File: config.mk
export PLATFORM = sky130hd
export DESIGN_NAME = fp_mul_normalizer_flat
export DESIGN_NICKNAME = d
export VERILOG_FILES = /design/src/rtl/fp_mul_normalizer_if.sv /design/src/rtl/fp_mul_normalizer.sv /design/src/flat_wrapper.sv
export SDC_FILE = /design/constraint.sdc
export NUM_CORES = 1
export LEC_CHECK = 0
export BUFFER_PORTS_ARGS = -buffer_cell sky130_fd_sc_hd__buf_2
export CORE_UTILIZATION = 55
export DETAILED_ROUTE_END_ITERATION = 12
export PLACE_DENSITY = 0.76
export SLEW_MARGIN = 20
export SYNTH_ARGS = -nofsm -noshare
export SYNTH_HDL_FRONTEND = slang
export SYNTH_SLANG_ARGS = --single-unit
File: constraint.sdc
create_clock -name clk -period 7.4 [get_ports clk]
set_input_delay 1.11 -clock clk [delete_from_list [all_inputs] [get_ports clk]]
set_output_delay 1.11 -clock clk [all_outputs]
set_load 0.005 [all_outputs]
File: src/rtl/fp_mul_normalizer_if.sv
// Handshake and data bundle between the FP multiplier datapath
// and its normalize/round/pack stage.
interface fp_mul_normalizer_if;
    logic        startNorm;
    logic [31:0] A;
    logic [31:0] B;
    logic [47:0] prod;
    logic [31:0] result;
    logic        doneNorm;
    logic        ovf;
    logic        unf;
    logic        invalid;
    logic        inexact;

    modport master (
        output startNorm,
        output A,
        output B,
        output prod,
        input  result,
        input  doneNorm,
        input  ovf,
        input  unf,
        input  invalid,
        input  inexact
    );

    modport slave (
        input  startNorm,
        input  A,
        input  B,
        input  prod,
        output result,
        output doneNorm,
        output ovf,
        output unf,
        output invalid,
        output inexact
    );
endinterface

File: src/rtl/fp_mul_normalizer.sv
// Multi-cycle normalize / RNE round / pack stage that turns the raw
// significand product into a binary32 result with IEEE status flags.
module fp_mul_normalizer #(
    parameter int          BIAS = 127,
    parameter logic [31:0] QNAN = 32'h7FC00000
) (
    input logic              clk,
    input logic              rst,
    fp_mul_normalizer_if.slave bus
);

    typedef enum logic [2:0] {
        S_IDLE,
        S_LOAD,
        S_NORM,
        S_ROUND,
        S_PACK
    } state_t;

    state_t state_q, state_d;

    logic [31:0]        a_q, a_d;
    logic [31:0]        b_q, b_d;
    logic [47:0]        prod_q, prod_d;
    logic               sign_q, sign_d;
    logic signed [9:0]  exp_q, exp_d;
    logic [22:0]        frac_q, frac_d;
    logic               guard_q, guard_d;
    logic               sticky_q, sticky_d;
    logic               nan_q, nan_d;
    logic               inf_q, inf_d;
    logic               zero_q, zero_d;

    logic [31:0]        result_q, result_d;
    logic               ovf_q, ovf_d;
    logic               unf_q, unf_d;
    logic               invalid_q, invalid_d;
    logic               inexact_q, inexact_d;

    logic [7:0]         a_exp, b_exp;
    logic               a_frac_nz, b_frac_nz;
    logic               a_zero, b_zero;
    logic               a_inf, b_inf;
    logic               a_nan, b_nan;
    logic signed [9:0]  exp_sum;
    logic               round_inc;
    logic [23:0]        frac_rnd;

    assign a_exp     = a_q[30:23];
    assign b_exp     = b_q[30:23];
    assign a_frac_nz = |a_q[22:0];
    assign b_frac_nz = |b_q[22:0];

    // Exponent 0 means zero here: subnormal operands are flushed.
    assign a_zero = (a_exp == 8'h00);
    assign b_zero = (b_exp == 8'h00);
    assign a_inf  = (a_exp == 8'hFF) && !a_frac_nz;
    assign b_inf  = (b_exp == 8'hFF) && !b_frac_nz;
    assign a_nan  = (a_exp == 8'hFF) && a_frac_nz;
    assign b_nan  = (b_exp == 8'hFF) && b_frac_nz;

    assign exp_sum = $signed({2'b00, a_exp}
                           + {2'b00, b_exp}
                           - 10'(BIAS));

    assign round_inc = guard_q & (sticky_q | frac_q[0]);
    assign frac_rnd  = {1'b0, frac_q} + {23'd0, round_inc};

    always_comb begin
        state_d   = state_q;
        a_d       = a_q;
        b_d       = b_q;
        prod_d    = prod_q;
        sign_d    = sign_q;
        exp_d     = exp_q;
        frac_d    = frac_q;
        guard_d   = guard_q;
        sticky_d  = sticky_q;
        nan_d     = nan_q;
        inf_d     = inf_q;
        zero_d    = zero_q;
        result_d  = result_q;
        ovf_d     = ovf_q;
        unf_d     = unf_q;
        invalid_d = invalid_q;
        inexact_d = inexact_q;

        unique case (state_q)
            S_IDLE: begin
                if (bus.startNorm) begin
                    a_d     = bus.A;
                    b_d     = bus.B;
                    prod_d  = bus.prod;
                    state_d = S_LOAD;
                end
            end

            S_LOAD: begin
                sign_d  = a_q[31] ^ b_q[31];
                exp_d   = exp_sum;
                nan_d   = a_nan | b_nan
                        | (a_inf & b_zero)
                        | (b_inf & a_zero);
                inf_d   = a_inf | b_inf;
                zero_d  = a_zero | b_zero;
                state_d = S_NORM;
            end

            S_NORM: begin
                if (prod_q[47]) begin
                    frac_d   = prod_q[46:24];
                    guard_d  = prod_q[23];
                    sticky_d = |prod_q[22:0];
                    exp_d    = exp_q + 10'sd1;
                end else begin
                    frac_d   = prod_q[45:23];
                    guard_d  = prod_q[22];
                    sticky_d = |prod_q[21:0];
                end
                state_d = S_ROUND;
            end

            S_ROUND: begin
                if (frac_rnd[23]) begin
                    frac_d = 23'd0;
                    exp_d  = exp_q + 10'sd1;
                end else begin
                    frac_d = frac_rnd[22:0];
                end
                state_d = S_PACK;
            end

            S_PACK: begin
                ovf_d     = 1'b0;
                unf_d     = 1'b0;
                invalid_d = 1'b0;
                inexact_d = 1'b0;
                if (nan_q) begin
                    result_d  = QNAN;
                    invalid_d = 1'b1;
                end else if (inf_q) begin
                    result_d = {sign_q, 8'hFF, 23'd0};
                end else if (zero_q) begin
                    result_d = {sign_q, 31'd0};
                end else if (exp_q >= 10'sd255) begin
                    result_d  = {sign_q, 8'hFF, 23'd0};
                    ovf_d     = 1'b1;
                    inexact_d = 1'b1;
                end else if (exp_q <= 10'sd0) begin
                    result_d  = {sign_q, 31'd0};
                    unf_d     = 1'b1;
                    inexact_d = 1'b1;
                end else begin
                    result_d  = {sign_q, exp_q[7:0], frac_q};
                    inexact_d = guard_q | sticky_q;
                end
                state_d = S_IDLE;
            end

            default: state_d = S_IDLE;
        endcase
    end

    always_ff @(posedge clk) begin
        if (!rst) begin
            state_q   <= S_IDLE;
            a_q       <= '0;
            b_q       <= '0;
            prod_q    <= '0;
            sign_q    <= 1'b0;
            exp_q     <= '0;
            frac_q    <= '0;
            guard_q   <= 1'b0;
            sticky_q  <= 1'b0;
            nan_q     <= 1'b0;
            inf_q     <= 1'b0;
            zero_q    <= 1'b0;
            result_q  <= '0;
            ovf_q     <= 1'b0;
            unf_q     <= 1'b0;
            invalid_q <= 1'b0;
            inexact_q <= 1'b0;
        end else begin
            state_q   <= state_d;
            a_q       <= a_d;
            b_q       <= b_d;
            prod_q    <= prod_d;
            sign_q    <= sign_d;
            exp_q     <= exp_d;
            frac_q    <= frac_d;
            guard_q   <= guard_d;
            sticky_q  <= sticky_d;
            nan_q     <= nan_d;
            inf_q     <= inf_d;
            zero_q    <= zero_d;
            result_q  <= result_d;
            ovf_q     <= ovf_d;
            unf_q     <= unf_d;
            invalid_q <= invalid_d;
            inexact_q <= inexact_d;
        end
    end

    assign bus.doneNorm = (state_q == S_IDLE);
    assign bus.result   = result_q;
    assign bus.ovf      = ovf_q;
    assign bus.unf      = unf_q;
    assign bus.invalid  = invalid_q;
    assign bus.inexact  = inexact_q;

endmodule

File: src/flat_wrapper.sv
// flat-port wrapper written by rule: the top's interface ports become plain ports
module fp_mul_normalizer_flat 
#(
    parameter int          BIAS = 127,
    parameter logic [31:0] QNAN = 32'h7FC00000
)
  (clk, rst, bus_startNorm, bus_A, bus_B, bus_prod, bus_result, bus_doneNorm, bus_ovf, bus_unf, bus_invalid, bus_inexact);
  fp_mul_normalizer_if bus_i ();
  input logic clk;
  input logic rst;
  input wire logic [$bits(bus_i.startNorm)-1:0] bus_startNorm;
  input wire logic [$bits(bus_i.A)-1:0] bus_A;
  input wire logic [$bits(bus_i.B)-1:0] bus_B;
  input wire logic [$bits(bus_i.prod)-1:0] bus_prod;
  output wire logic [$bits(bus_i.result)-1:0] bus_result;
  output wire logic [$bits(bus_i.doneNorm)-1:0] bus_doneNorm;
  output wire logic [$bits(bus_i.ovf)-1:0] bus_ovf;
  output wire logic [$bits(bus_i.unf)-1:0] bus_unf;
  output wire logic [$bits(bus_i.invalid)-1:0] bus_invalid;
  output wire logic [$bits(bus_i.inexact)-1:0] bus_inexact;
  assign bus_i.startNorm = bus_startNorm;
  assign bus_i.A = bus_A;
  assign bus_i.B = bus_B;
  assign bus_i.prod = bus_prod;
  assign bus_result = bus_i.result;
  assign bus_doneNorm = bus_i.doneNorm;
  assign bus_ovf = bus_i.ovf;
  assign bus_unf = bus_i.unf;
  assign bus_invalid = bus_i.invalid;
  assign bus_inexact = bus_i.inexact;
  fp_mul_normalizer #(.BIAS(BIAS), .QNAN(QNAN)) u_core (.clk(clk), .rst(rst), .bus(bus_i));
endmodule
==> flow_metrics.py <==
metrics = {
    "floorplanning": {
        "pin_count": 152,
        "placementRows": 45,
        "die-width_um": 127,
        "core-area_um2": 15300,
        "dieArea_um2": 16200,
        "start_util_pct": 56.4,
        "die_h_um": 127,
    },
    "drt": {
        "dr.pass1.iters": 7,
        "ant_nets": 0,
        "drtIter0Drc": 546,
        "post_drt_wl_per_cell_um": 15.0,
        "vias": 8153,
        "drc": 0,
        "drt-vias-per-instance": 5.69,
        "routed_wl_mm": 21.4,
    },
    "global_routing": {
        "antenna_found_initial": 4,
        "grt_pass1_wl_mm": 35.3,
        "grt_pass1_vias": 7193,
        "grt_start_max_net_pins": 113,
        "grt_usage_pct": 27.3,
        "grt_overflow": 0,
    },
    "job": {
        "drv_cap": 0,
    },
    "cts": {
        "cts_tree": "done",
        "clk_pin_slew_worst_paths_ps": 70,
        "cts_hold_buf": 0,
        "post_cts_buffers": 0,
        "clock_latency_ps": 440,
        "ctsResizeCount": 0,
        "clock_path_buffers": 2,
        "cts.sinks": 190,
        "htreeDepth": 4,
        "numCtsBuffers": 17,
        "root_buffer": "clkbuf_16",
    },
    "worst_setup_path": {
        "worstSetupEndpointType": "output port",
        "r2r_setup_slack_ps": 4490,
        "startpoint_type": "register",
        "worstSetupPathType": "reg2out",
        "crit_arrival_ps": 1920,
        "required_ps": 6290,
        "worstPathMaxFanout": 26,
    },
    "yosys": {
        "syn_avg_cell_area_um2": 7.75,
        "synthCells": 1110,
        "synth_top_flop_cell": "dfxtp_1",
        "ys_seq_elements": 190,
        "synthArstFlopShare_pct": 0,
        "ys_warn_count": 0,
        "synth_cell_types": 59,
        "seq_area_frac_synth_pct": 44.2,
        "synth_edf_count": 0,
        "synthesis.nets": 1239,
        "syn_area_um2": 8610,
    },
    "pwr": {
        "leakagePower_uw": 0.00391,
        "ir_drop_uv": 189,
        "p_per_area_nw_per_um2": 241,
    },
    "sta": {
        "fin_crit_ps": 3030,
        "maxSlewViolCount": 0,
        "max_freq_mhz": 330,
        "finalCritPeriodShare_pct": 41.0,
        "worst_pin_slew_ps": 1130,
        "setup_violations": 0,
        "rsz0062_at_grt": "no",
        "hold_viol_final": 0,
        "max_slew_margin_pct": 24.6,
        "setup_tns_ps": 0,
        "clock_skew_ps": 9.19,
    },
    "place": {
        "gp_congestion": 0.866,
        "hpwl_mm": 14.6,
        "port_buffers": 151,
        "postPlaceCellArea_um2": 9380,
    },
    "final_layout": {
        "post-route-cell-area_um2": 9990,
        "fill_cells": 1370,
        "drive_gt1_share_pct": 16.6,
        "area_growth_pct": 16.1,
        "fin_nets": 1336,
        "seq_area_um2": 3800,
        "multi_input_area_um2": 4490,
    },
    "run_status": {
        "outcome": "finished clean",
    },
    "worst_hold_path": {
        "min_path_type": "reg2reg",
    },
}
[placed cells by master (no fill, tap or decap), types with 13 or more instances in the layout]
cell type  count
a22oi_1       25
dfxtp_1      190
clkbuf_16     17
nor4_1        20
a21oi_1      169
ha_1          13
nor2_1        92
nand2_1      265
nand4_1       15
buf_2        151
nor3_1        19
o21ai_0       30
nand3_1       20
mux2i_1       24
[registers in the layout (all words and copies together) (netlist names), 3 cells and up]
| register | flops |
|---|---|
| u_core.a_q | 32 |
| u_core.b_q | 32 |
| u_core.bus.result | 32 |
| u_core.exp_q | 10 |
| u_core.frac_q | 23 |
| u_core.prod_q | 48 |
| u_core.state_q | 3 |
[kinds of logic after synthesis]
| kind of cell | count (synthesis) | share of synthesized area, % |
|---|---|---|
| compound gates | 305 | 21.5 |
| xor+xnor | 10 | 1.02 |
| fa+ha+maj | 14 | 2.12 |
| buf+inv | 87 | 3.87 |
| flops | 190 | 44.2 |
| mux | 24 | 2.79 |
| simple gates | 480 | 24.5 |
[through the flow]
step | power (uW) | util (%) | hold slack [ps] | instances | setup WS (ps)
after floorplan | 1420 | - | 436 | 1110 | 4870
after global placement | 1520 | 61.5 | 436 | 1398 | 4260
after detailed placement | 1530 | 61.5 | 444 | 1398 | 4250
after CTS | 2410 | 65.2 | 452 | 1430 | 4510
after global routing | 2520 | 65.5 | 474 | 1431 | 4040
final | 2410 | 65.5 | 448 | 1432 | 4370
[final timing paths]
check / from / endpoint / cells past startpoint
worst min register to register: u_core.bus.result[31] / u_core.bus.result[31] / 2
worst max-delay path: u_core.state_q[0] / bus_doneNorm / 3
worst min-delay path: u_core.bus.result[31] / u_core.bus.result[31] / 2
worst max register to register: u_core.state_q[1] / u_core.bus.result[10] / 6
[final cells by class]
type,instances,area share (%)
well taps,211,2.64
flip-flops and latches,190,38.1
repair buffers,158,8.33
clock buffers,19,4.43
clock inverters,13,1.28
multi-input cells,833,44.9
inverters,7,0.288
diodes,1,0.0251
[cell usage after synthesis (7+ instances only)]
| cell type | n | area [um^2] |
|---|---|---|
| a21oi_1 | 169 | 846 |
| o22ai_1 | 8 | 50.1 |
| nor3_1 | 19 | 95.1 |
| nand3_1 | 20 | 100 |
| a31oi_1 | 7 | 43.8 |
| a211oi_1 | 8 | 60.1 |
| nor4_1 | 20 | 125 |
| and3_1 | 10 | 62.6 |
| inv_1 | 7 | 26.3 |
| mux2i_1 | 24 | 240 |
| xnor2_1 | 7 | 61.3 |
| nor2_1 | 92 | 345 |
| ha_1 | 13 | 163 |
| clkbuf_1 | 71 | 267 |
| nand2_1 | 266 | 998 |
| a22oi_1 | 25 | 188 |
| nand4_1 | 15 | 93.8 |
| o21ai_0 | 31 | 155 |
| dfxtp_1 | 190 | 3800 |
[where the power goes]
part	switching (uW)	internal (uW)	total, uW
clock	409	479	888
combinational	231	144	375
sequential	56.8	1090	1140
total	697	1710	2410
[layer usage]
metal	vias to the layer above	GRT usage, %	share of wire (%)	routed length (um)
met5	-	0	0.20	43
met4	6	7.84	1.1	245
met3	26	7.79	7.3	1560
met2	267	42.0	45	9580
met1	3738	37.4	47	9990
li1	4116	-	-	-
[critical path, cell delays in order, from the launching register on]
cell	delay [ps]
dfxtp_1	350
buf_4	230
nor3_1	640
buf_2	260
Power figures use the tool's default switching activity.
